--- src/rtl/cfg_write_scheduler_pkg.sv ---
// Shared definitions for the configuration-register write scheduler.
// Latency: n/a (types and constants only).
// Backpressure: n/a.
package cfg_pkg;

  // Default geometry of the configuration register bank.
  localparam int CFG_NUM_REGISTERS = 7;
  localparam int CFG_LEN_REGISTER  = 8;
  localparam int CFG_FIFO_DEPTH    = 4;
  localparam int CFG_AW            = $clog2(CFG_NUM_REGISTERS);

  // Register map.
  localparam int REG_COLOR1   = 0;
  localparam int REG_COLOR2   = 1;
  localparam int REG_COLOR3   = 2;
  localparam int REG_COLOR4   = 3;
  localparam int REG_SPRITE_X = 4;
  localparam int REG_SPRITE_Y = 5;
  localparam int REG_MISC     = 6;

  // One queued register write, sized for the default geometry.
  typedef struct packed {
    logic [CFG_AW-1:0]           addr;
    logic [CFG_LEN_REGISTER-1:0] data;
  } cfg_wr_t;

  // Requester identity, used for the round-robin pointer.
  typedef enum logic {
    REQ_SPI  = 1'b0,
    REQ_ANIM = 1'b1
  } req_id_e;

endpackage

--- src/rtl/cfg_write_scheduler_fifo.sv ---
// Generic synchronous FIFO: push/pop with registered occupancy count.
// Latency: a push in cycle N is visible at the head and in count at N+1.
// Backpressure: push ignored while full, pop ignored while empty; the caller gates on full/empty.
//
// Ports: clk_i/rst_ni clock and async active-low reset; push/push_data write
// side; pop/pop_data read side (pop_data is the current head, combinational);
// full/empty/count registered status.
module sync_fifo #(
  parameter  int WIDTH = 8,
  parameter  int DEPTH = 4,
  localparam int PW    = $clog2(DEPTH),
  localparam int CW    = PW + 1
) (
  input  logic             clk_i,
  input  logic             rst_ni,
  input  logic             push,
  input  logic [WIDTH-1:0] push_data,
  input  logic             pop,
  output logic [WIDTH-1:0] pop_data,
  output logic             full,
  output logic             empty,
  output logic [CW-1:0]    count
);

  logic [WIDTH-1:0] mem [DEPTH];
  logic [PW-1:0]    wr_ptr;
  logic [PW-1:0]    rd_ptr;
  logic [CW-1:0]    cnt;
  logic             push_ok;
  logic             pop_ok;

  assign push_ok = push && !full;
  assign pop_ok  = pop && !empty;

  // DEPTH is a power of two, so the pointers wrap naturally.
  always_ff @(posedge clk_i or negedge rst_ni) begin
    if (!rst_ni) begin
      wr_ptr <= '0;
      rd_ptr <= '0;
      cnt    <= '0;
    end else begin
      if (push_ok) wr_ptr <= wr_ptr + PW'(1);
      if (pop_ok)  rd_ptr <= rd_ptr + PW'(1);
      case ({push_ok, pop_ok})
        2'b10:   cnt <= cnt + CW'(1);
        2'b01:   cnt <= cnt - CW'(1);
        default: cnt <= cnt;
      endcase
    end
  end

  // Storage needs no reset: entries are only read when count says they are valid.
  always_ff @(posedge clk_i) begin
    if (push_ok) mem[wr_ptr] <= push_data;
  end

  assign pop_data = mem[rd_ptr];
  assign full     = (cnt == CW'(DEPTH));
  assign empty    = (cnt == '0);
  assign count    = cnt;

endmodule

--- src/rtl/cfg_write_scheduler.sv ---
// Round-robin arbiter between SPI and animation config writes, buffered and committed one per cycle.
// Latency: handshake at N -> pending at N+1 -> earliest bank write strobe at N+2.
// Backpressure: ready only to the granted valid requester; both readys low while the FIFO is full.
//
// Ports: spi_*/anim_* valid-ready requesters (addr, data); vblank_i and
// sync_en_i gate commits to the blanking interval; wr_en_o/wr_addr_o/wr_data_o
// drive the bank's single write port; pending_o is the queued write count;
// err_o is sticky for accepted out-of-range addresses, cleared by err_clr_i.
module cfg_write_scheduler
  import cfg_pkg::*;
#(
  parameter  int NUM_REGISTERS = CFG_NUM_REGISTERS,
  parameter  int LEN_REGISTER  = CFG_LEN_REGISTER,
  parameter  int FIFO_DEPTH    = CFG_FIFO_DEPTH,
  localparam int AW            = $clog2(NUM_REGISTERS),
  localparam int CW            = $clog2(FIFO_DEPTH) + 1
) (
  input  logic                    clk_i,
  input  logic                    rst_ni,

  input  logic                    spi_valid_i,
  output logic                    spi_ready_o,
  input  logic [AW-1:0]           spi_addr_i,
  input  logic [LEN_REGISTER-1:0] spi_data_i,

  input  logic                    anim_valid_i,
  output logic                    anim_ready_o,
  input  logic [AW-1:0]           anim_addr_i,
  input  logic [LEN_REGISTER-1:0] anim_data_i,

  input  logic                    vblank_i,
  input  logic                    sync_en_i,
  input  logic                    err_clr_i,

  output logic                    wr_en_o,
  output logic [AW-1:0]           wr_addr_o,
  output logic [LEN_REGISTER-1:0] wr_data_o,
  output logic [CW-1:0]           pending_o,
  output logic                    err_o
);

  typedef struct packed {
    logic [AW-1:0]           addr;
    logic [LEN_REGISTER-1:0] data;
  } wr_t;

  localparam logic [AW:0] NREG = (AW+1)'(NUM_REGISTERS);

  req_id_e                 last;
  logic                    full;
  logic                    empty;
  logic [CW-1:0]           count;
  logic                    spi_gnt;
  logic                    anim_gnt;
  logic                    hs;
  logic                    addr_ok;
  logic                    push;
  logic                    pop;
  logic                    err_set;
  wr_t                     sel;
  wr_t                     head;
  logic                    wr_en;
  logic [AW-1:0]           wr_addr;
  logic [LEN_REGISTER-1:0] wr_data;
  logic                    err;

  // Arbitration. full comes from the registered count, so a pop this cycle
  // cannot open a slot for a push in the same cycle. On a tie the requester
  // that did not win last time is granted; the two grants are exclusive.
  always_comb begin
    spi_gnt  = spi_valid_i  && !full && (!anim_valid_i || (last == REQ_ANIM));
    anim_gnt = anim_valid_i && !full && (!spi_valid_i  || (last == REQ_SPI));
  end

  always_comb begin
    sel = '0;
    if (anim_gnt) begin
      sel.addr = anim_addr_i;
      sel.data = anim_data_i;
    end else begin
      sel.addr = spi_addr_i;
      sel.data = spi_data_i;
    end
  end

  // An out-of-range address is still a completed handshake (and moves the
  // round-robin pointer), but it is dropped and only flags the error.
  assign hs      = spi_gnt || anim_gnt;
  assign addr_ok = ({1'b0, sel.addr} < NREG);
  assign push    = hs && addr_ok;
  assign err_set = hs && !addr_ok;

  // Commit gate: with sync enabled, the bank only changes during blanking.
  assign pop = (vblank_i || !sync_en_i) && !empty;

  always_ff @(posedge clk_i or negedge rst_ni) begin
    if (!rst_ni) begin
      last <= REQ_ANIM;
    end else if (spi_gnt) begin
      last <= REQ_SPI;
    end else if (anim_gnt) begin
      last <= REQ_ANIM;
    end
  end

  // Set has priority over a same-cycle clear.
  always_ff @(posedge clk_i or negedge rst_ni) begin
    if (!rst_ni) begin
      err <= 1'b0;
    end else if (err_set) begin
      err <= 1'b1;
    end else if (err_clr_i) begin
      err <= 1'b0;
    end
  end

  sync_fifo #(
    .WIDTH ($bits(wr_t)),
    .DEPTH (FIFO_DEPTH)
  ) u_fifo (
    .clk_i     (clk_i),
    .rst_ni    (rst_ni),
    .push      (push),
    .push_data (sel),
    .pop       (pop),
    .pop_data  (head),
    .full      (full),
    .empty     (empty),
    .count     (count)
  );

  // Output register: the popped head is presented to the bank for exactly
  // one cycle. A decision in the last blanking cycle lands one cycle after
  // vblank falls, which the bank tolerates. Async reset kills an in-flight strobe.
  always_ff @(posedge clk_i or negedge rst_ni) begin
    if (!rst_ni) begin
      wr_en   <= 1'b0;
      wr_addr <= '0;
      wr_data <= '0;
    end else begin
      wr_en <= pop;
      if (pop) begin
        wr_addr <= head.addr;
        wr_data <= head.data;
      end
    end
  end

  assign spi_ready_o  = spi_gnt;
  assign anim_ready_o = anim_gnt;
  assign wr_en_o      = wr_en;
  assign wr_addr_o    = wr_addr;
  assign wr_data_o    = wr_data;
  assign pending_o    = count;
  assign err_o        = err;

endmodule

--- config.mk ---
export PLATFORM = sky130hd
export DESIGN_NAME = cfg_write_scheduler
export DESIGN_NICKNAME = d
export VERILOG_FILES = /design/src/rtl/cfg_write_scheduler_pkg.sv /design/src/rtl/cfg_write_scheduler_fifo.sv /design/src/rtl/cfg_write_scheduler.sv
export SDC_FILE = /design/constraint.sdc
export NUM_CORES = 1
export LEC_CHECK = 0
export ABC_AREA = 1
export CORE_ASPECT_RATIO = 1.75
export CORE_MARGIN = 4
export CORE_UTILIZATION = 45
export CTS_CLUSTER_SIZE = 16
export DETAILED_ROUTE_END_ITERATION = 16
export GPL_ROUTABILITY_DRIVEN = 0
export PLACE_DENSITY = 0.72
export RECOVER_POWER = 25
export SYNTH_ARGS = -nofsm -noshare
export SYNTH_HDL_FRONTEND = slang
export SYNTH_SLANG_ARGS = --single-unit
--- constraint.sdc ---
create_clock -name clk_i -period 5.1 [get_ports clk_i]
set_clock_uncertainty 0.15 [all_clocks]
set_input_delay 1.02 -clock clk_i [delete_from_list [all_inputs] [get_ports clk_i]]
set_output_delay 1.02 -clock clk_i [all_outputs]
set_load 0.05 [all_outputs]
* Yosys cells after proc, flatten, opt, wreduce, memory -nomap -nowiden *
Memories as Yosys holds them, arrays and structs flattened. A register that Yosys moved wholly into a read port is not among the register bits.
Cells that the tools add are included.

storage, ports and cells
  bits in registers = 10
  RAM bits = 44
  bits of input ports = 29
  memories kept = 1

cells by class
  add/subtract/negate cells = 4
  $lt $le $gt $ge = 1
  equal/unequal tests = 3
  mux-type cells = 8
  bitwise operators = 1
  reductions and logical operators = 24

memories
  name        depth  bits a word  rd ports  clocked after memory_dff  write ports  line                            source
  u_fifo.mem  4      11           1         1                         1            cfg_write_scheduler_fifo.sv:25  logic [WIDTH-1:0] mem [DEPTH];

operators by type and width
  kind                   number
  $mux W11               1
  $logic_and A1 B1 Y1    9
  $logic_not A1 Y1       7
  $mux W1                6
  $pmux W3 S2            1
  $reduce_bool A2 Y1     3
  $add A2 B1 Y2 const B  2
  $logic_or A1 B1 Y1     4
  $add A3 B1 Y3 const B  1
  $eq A3 B3 Y1 const B   1
  $logic_not A3 Y1       1
  $lt A3 B3 Y1 const B   1
  $sub A3 B1 Y3 const B  1
  $eq A2 B1 Y1 const B   1
  $eq A2 B2 Y1 const B   1
  $not A1 Y1             1

* Logic depth before layout (Yosys ltp) *
  depth in word-level cells = 10
  gate-level depth with buffers = 13

* Cells and area by module *
Synthesis repeated with hierarchy kept, for this count alone.

second synthesis, totals
  cell total of the unflattened synthesis = 293
  area, all modules = 2981.6 um2

by module, submodules not included
  module               instances  cells each  area an instance (um2)  sequential area each (um2)
  sync_fifo            1          189         2209.6                  1496.4
  cfg_write_scheduler  1          104         772.0                   351.6

* Least setup slack after synthesis *
Ideal clock, no wire load.

  path type = input -> register
  start point = input port anim_valid_i
  end point = register u_fifo.cnt[2] (netlist: u_fifo.count[2])
  arrival time = 2.838 ns
  data required time = 4.806 ns
  setup slack = 1.969 ns
  stages on the path = 12
  buffers on the path = 0
  cell sequence = inv_1 > a21oi_2 > nand2_4 > inv_2 > nor2_1 > inv_1 > nand2_4 > ha_1 > fa_1 > a21oi_1 > o21ai_0 > xnor2_1

between the ends
  cells in the longest elaborated chain, start to end = 8
  elaborated cells on any way between the ends = 14

RTL lines
  element                                                   line                            source
  start: declaration                                        cfg_write_scheduler.sv:26       input logic anim_valid_i,
  $logic_and A1 B1 Y1 (*) (2 in a row)                      cfg_write_scheduler.sv:72       anim_gnt = anim_valid_i && !full && (!spi_valid_i || (last == REQ_SPI));
  via anim_ready_o                                          cfg_write_scheduler.sv:27       output logic anim_ready_o,
  $mux W11                                                  cfg_write_scheduler.sv:77       if (anim_gnt) begin
  $lt A3 B3 Y1                                              cfg_write_scheduler.sv:89       assign addr_ok = ({1'b0, sel.addr} < NREG);
  $logic_and A1 B1 Y1 (*)                                   cfg_write_scheduler.sv:90       assign push = hs && addr_ok;
  $logic_and A1 B1 Y1 (*)                                   cfg_write_scheduler_fifo.sv:32  assign push_ok = push && !full;
  $eq A2 B1 Y1 / $eq A2 B2 Y1 (equally long branches)       cfg_write_scheduler_fifo.sv:44  case ({push_ok, pop_ok})
  $pmux W3 S2 / $reduce_bool A2 Y1 (equally long branches)  --
  end signal: assignment                                    cfg_write_scheduler_fifo.sv:45  2'b10: cnt <= cnt + CW'(1);
  end signal: assignment                                    cfg_write_scheduler_fifo.sv:46  2'b01: cnt <= cnt - CW'(1);
  end signal: assignment                                    cfg_write_scheduler_fifo.sv:47  default: cnt <= cnt;
  end: declaration                                          cfg_write_scheduler_fifo.sv:28  logic [CW-1:0] cnt;

Mark *: on every way through the listed nets, which the timed path passes. The rest lies on a longest branch.
A chain may end at the register's enable or synchronous reset.

* Worst setup path after layout *
  start point = input port anim_valid_i
  end point = output port anim_ready_o

between the ends
  cells in the longest elaborated chain, start to end = 2

RTL lines
  element                           line
  $logic_and A1 B1 Y1 (2 in a row)  cfg_write_scheduler.sv:72
  end: declaration                  cfg_write_scheduler.sv:27

No other way between the ends.

==> out/qor.csv <==
stage;metric;value;unit
clocking;cts.sinks;65;
outcome;status;finished clean;
power_and_ir_drop;p_sw;901;uW
power_and_ir_drop;p_sw_share;40.5;%
synthesis;avgSynthCellArea;11.2;um2
synthesis;syn-num-nets;283;
synthesis;synth_top_area_share;47.7;%
cells_and_area;area_delta_synth_final;25.5;%
timing;tightest_slew;1.07;ns
synthesis;yosysUniqueCellTypes;25;
power_and_ir_drop;pwr-share-clk;18.0;%
cells_and_area;multi_input_area;798;um2
timing;post-route-period-util;87.0;%
timing;rsz0062_at_grt;false;
timing;setup_viol;0;
placement;hpwl;3680;um
power_and_ir_drop;p_seq_share;40.9;%
drt;routed_via_density;4.86;
synthesis;ys.flop_type;edfxtp_1;
cells_and_area;fillers;517;
die;num_rows;37;
cells_and_area;postLayoutCellArea;0.00348;mm2
clocking;cts-root-buf;clkbuf_8;
cells_and_area;seq_area;0.00185;mm2
clocking;cts_tree;yes;
clocking;clk_pin_slew;0.06;ns
synthesis;synth_xor_xnor_area_share;0.948;%
grt;gr-total-overflow;0;
power_and_ir_drop;p_int;1.33;mW
setup_path;cp.required;3.93;ns
synthesis;synth_edf_count;44;
timing;slew_violations;0;
die;fp.dieArea;0.00753;mm2
synthesis;synthArstFlopShare;32.3;%
timing;post-route-min-period;4.44;ns
synthesis;yosysTopAreaCell;edfxtp_1;
timing;max_freq;225;MHz
placement;io_buffer_count;46;
die;io_pins;47;
synthesis;synth_top_family_by_area;simple AND/OR/NAND/NOR gates;
worst_hold_path;hp-class;register to register;
drt;drt_wl_total;5190;um
timing;hold_ws;0.326;ns
setup_path;crit_path_max_fanout;13;
synthesis;synth_area_leaders;edfxtp_1 48%, dfrtp_1 18%, nand2_1 9.1%;
grt;grt_usage;15.8;%
job;cap_violations;0;
clocking;post_cts_buffers;0;
setup_path;crit_path_start_kind;input pin;
grt;grt_pass1_vias;1864;
clocking;cts_hold_buf;0;
drt;drtIter0Drc;71;
synthesis;ys.warnings.count;0;
drt;detail-route-antenna-nets;0;
die;start_util;46.8;%
drt;drc;0;
clocking;cts_buffers;9;
synthesis;synth-seq-cells;65;
die;die_h;112;um
cells_and_area;num-nets-final;336;
clocking;cts_resized;0;
power_and_ir_drop;power_density;640;mW/mm2
synthesis;synthMuxAreaShare;0.406;%
timing;relSlewSlack;28.1;%
power_and_ir_drop;pwr-share-comb;41.1;%
timing;fin_tns_setup;0;ns
synthesis;synth_commonest_cells;67 x nand2_1, 44 x edfxtp_1, 42 x nor2_1, 20 x dfrtp_1, 14 x inv_1;
power_and_ir_drop;max-vdd-ir-drop;0.000341;V
synthesis;syn_area;0.00277;mm2
setup_path;critPathKind;input pin to output pin;
cells_and_area;n_antenna_cell;0;
synthesis;synth_compound_area_share;6.99;%
drt;wl_per_cell;13.5;um
synthesis;yosys.area_share.simple;18.3;%
grt;antenna_found_initial;0;
drt;vias;1865;
synthesis;synth_fa_ha_area_share;2.98;%
grt;grt_max_degree;25;
grt;grt_first_pass_wirelength;8590;um
clocking;h-tree-depth;3;
timing;hold_viol;0;
cells_and_area;drive_gt1_share;8.50;%
setup_path;end_kind;output pin;
synthesis;synthCells;248;
synthesis;ys_seq_area_share;66.7;%
clocking;cts_max_path_buffers;2;
setup_path;critPathArrivalTime;3.27;ns
synthesis;yosysMostFrequentCell;nand2_1;
power_and_ir_drop;p_leak;1.42;nW
drt;drt_first_pass_iters;4;
placement;placed_area;0.00332;mm2
clocking;clk-insertion-delay-late;0.33;ns
die;die_width;67.3;um
die;core-area;0.00593;mm2
-- worst paths after layout --
path	from	endpoint	slack [ns]	cells past startpoint
max	anim_valid_i	anim_ready_o	0.66	6
min	wr_data_o[0]	wr_data_o[0]	0.33	2
max reg2reg	u_fifo.count[2]	u_fifo.count[2]	2.08	8
min reg2reg	wr_data_o[0]	wr_data_o[0]	0.33	2
max in group asynchronous	rst_ni	u_fifo.rd_ptr[0]	2.97	1
min in group asynchronous	rst_ni	u_fifo.count[0]	1.18	1
-- layout make-up --
type / count / area share, %
timing repair buffer: 51 / 14.2
clock buffer: 9 / 3.56
sequential: 65 / 53.1
tap: 78 / 2.80
clock inverter: 7 / 1.76
multi-input combinational: 159 / 22.9
inverter: 15 / 1.62
-- logic make-up after synthesis --
logic type | after synthesis
simple gates | 121
flops | 65
compound gates | 28
buf+inv | 24
fa+ha+maj | 6
xor+xnor | 3
mux | 1
-- power by group through the flow --
stage | Sequential (mW) | Combinational (mW) | Clock (mW)
2_1_floorplan | 1.08 | 0.484 | 0
3_3_place_gp | 0.920 | 0.923 | 0
3_5_place_dp | 0.924 | 0.938 | 0
4_1_cts | 0.914 | 0.942 | 0.411
5_1_grt | 0.934 | 1.02 | 0.439
6_report | 0.910 | 0.916 | 0.401
-- layer usage --
layer	up-vias	track usage, %	part of all wire [%]
met3	11	3.94	4.9
met5	-	0	0
met4	0	9.49	3.4
met2	48	26.3	53
met1	865	17.4	39
li1	941	-	-
-- layout by cell type (no fill, tap or decap), drive strengths merged, types with 2 or more instances in the layout --
cell,count
nand2,72
clkdlybuf4s50,44
edfxtp,44
nor2,42
dfrtp,20
inv,15
o21ai,13
o32ai,11
clkbuf,10
nand3,7
ha,5
clkinv,5
buf,4
a21oi,2
xnor2,2
dlygate4sd3,2
-- metrics by stage --
stage          instances  util [%]  setup slack [ns]  power, mW
3_5_place_dp         368      56.1             0.982       1.86
5_1_grt              384      58.7             0.460       2.39
4_1_cts              384      59.2             0.974       2.27
2_1_floorplan        248         -              1.97       1.57
3_3_place_gp         368      56.1              1.01       1.84
6_report             384      58.7             0.662       2.23
-- flip-flops by register name (all words and copies together) (netlist names) --
register       cells
u_fifo.mem        44
wr_data_o          8
u_fifo.count       3
wr_addr_o          3
u_fifo.rd_ptr      2
u_fifo.wr_ptr      2
err_o              1
last               1
wr_en_o            1
-- critical path, cell delays in order --
cell	delay, ns
clkdlybuf4s50_1	0.47
inv_1	0.04
a21oi_1	0.24
nand2_1	0.37
inv_2	0.28
clkdlybuf4s50_1	0.84
Note: power is estimated with default switching activity, not from simulation.
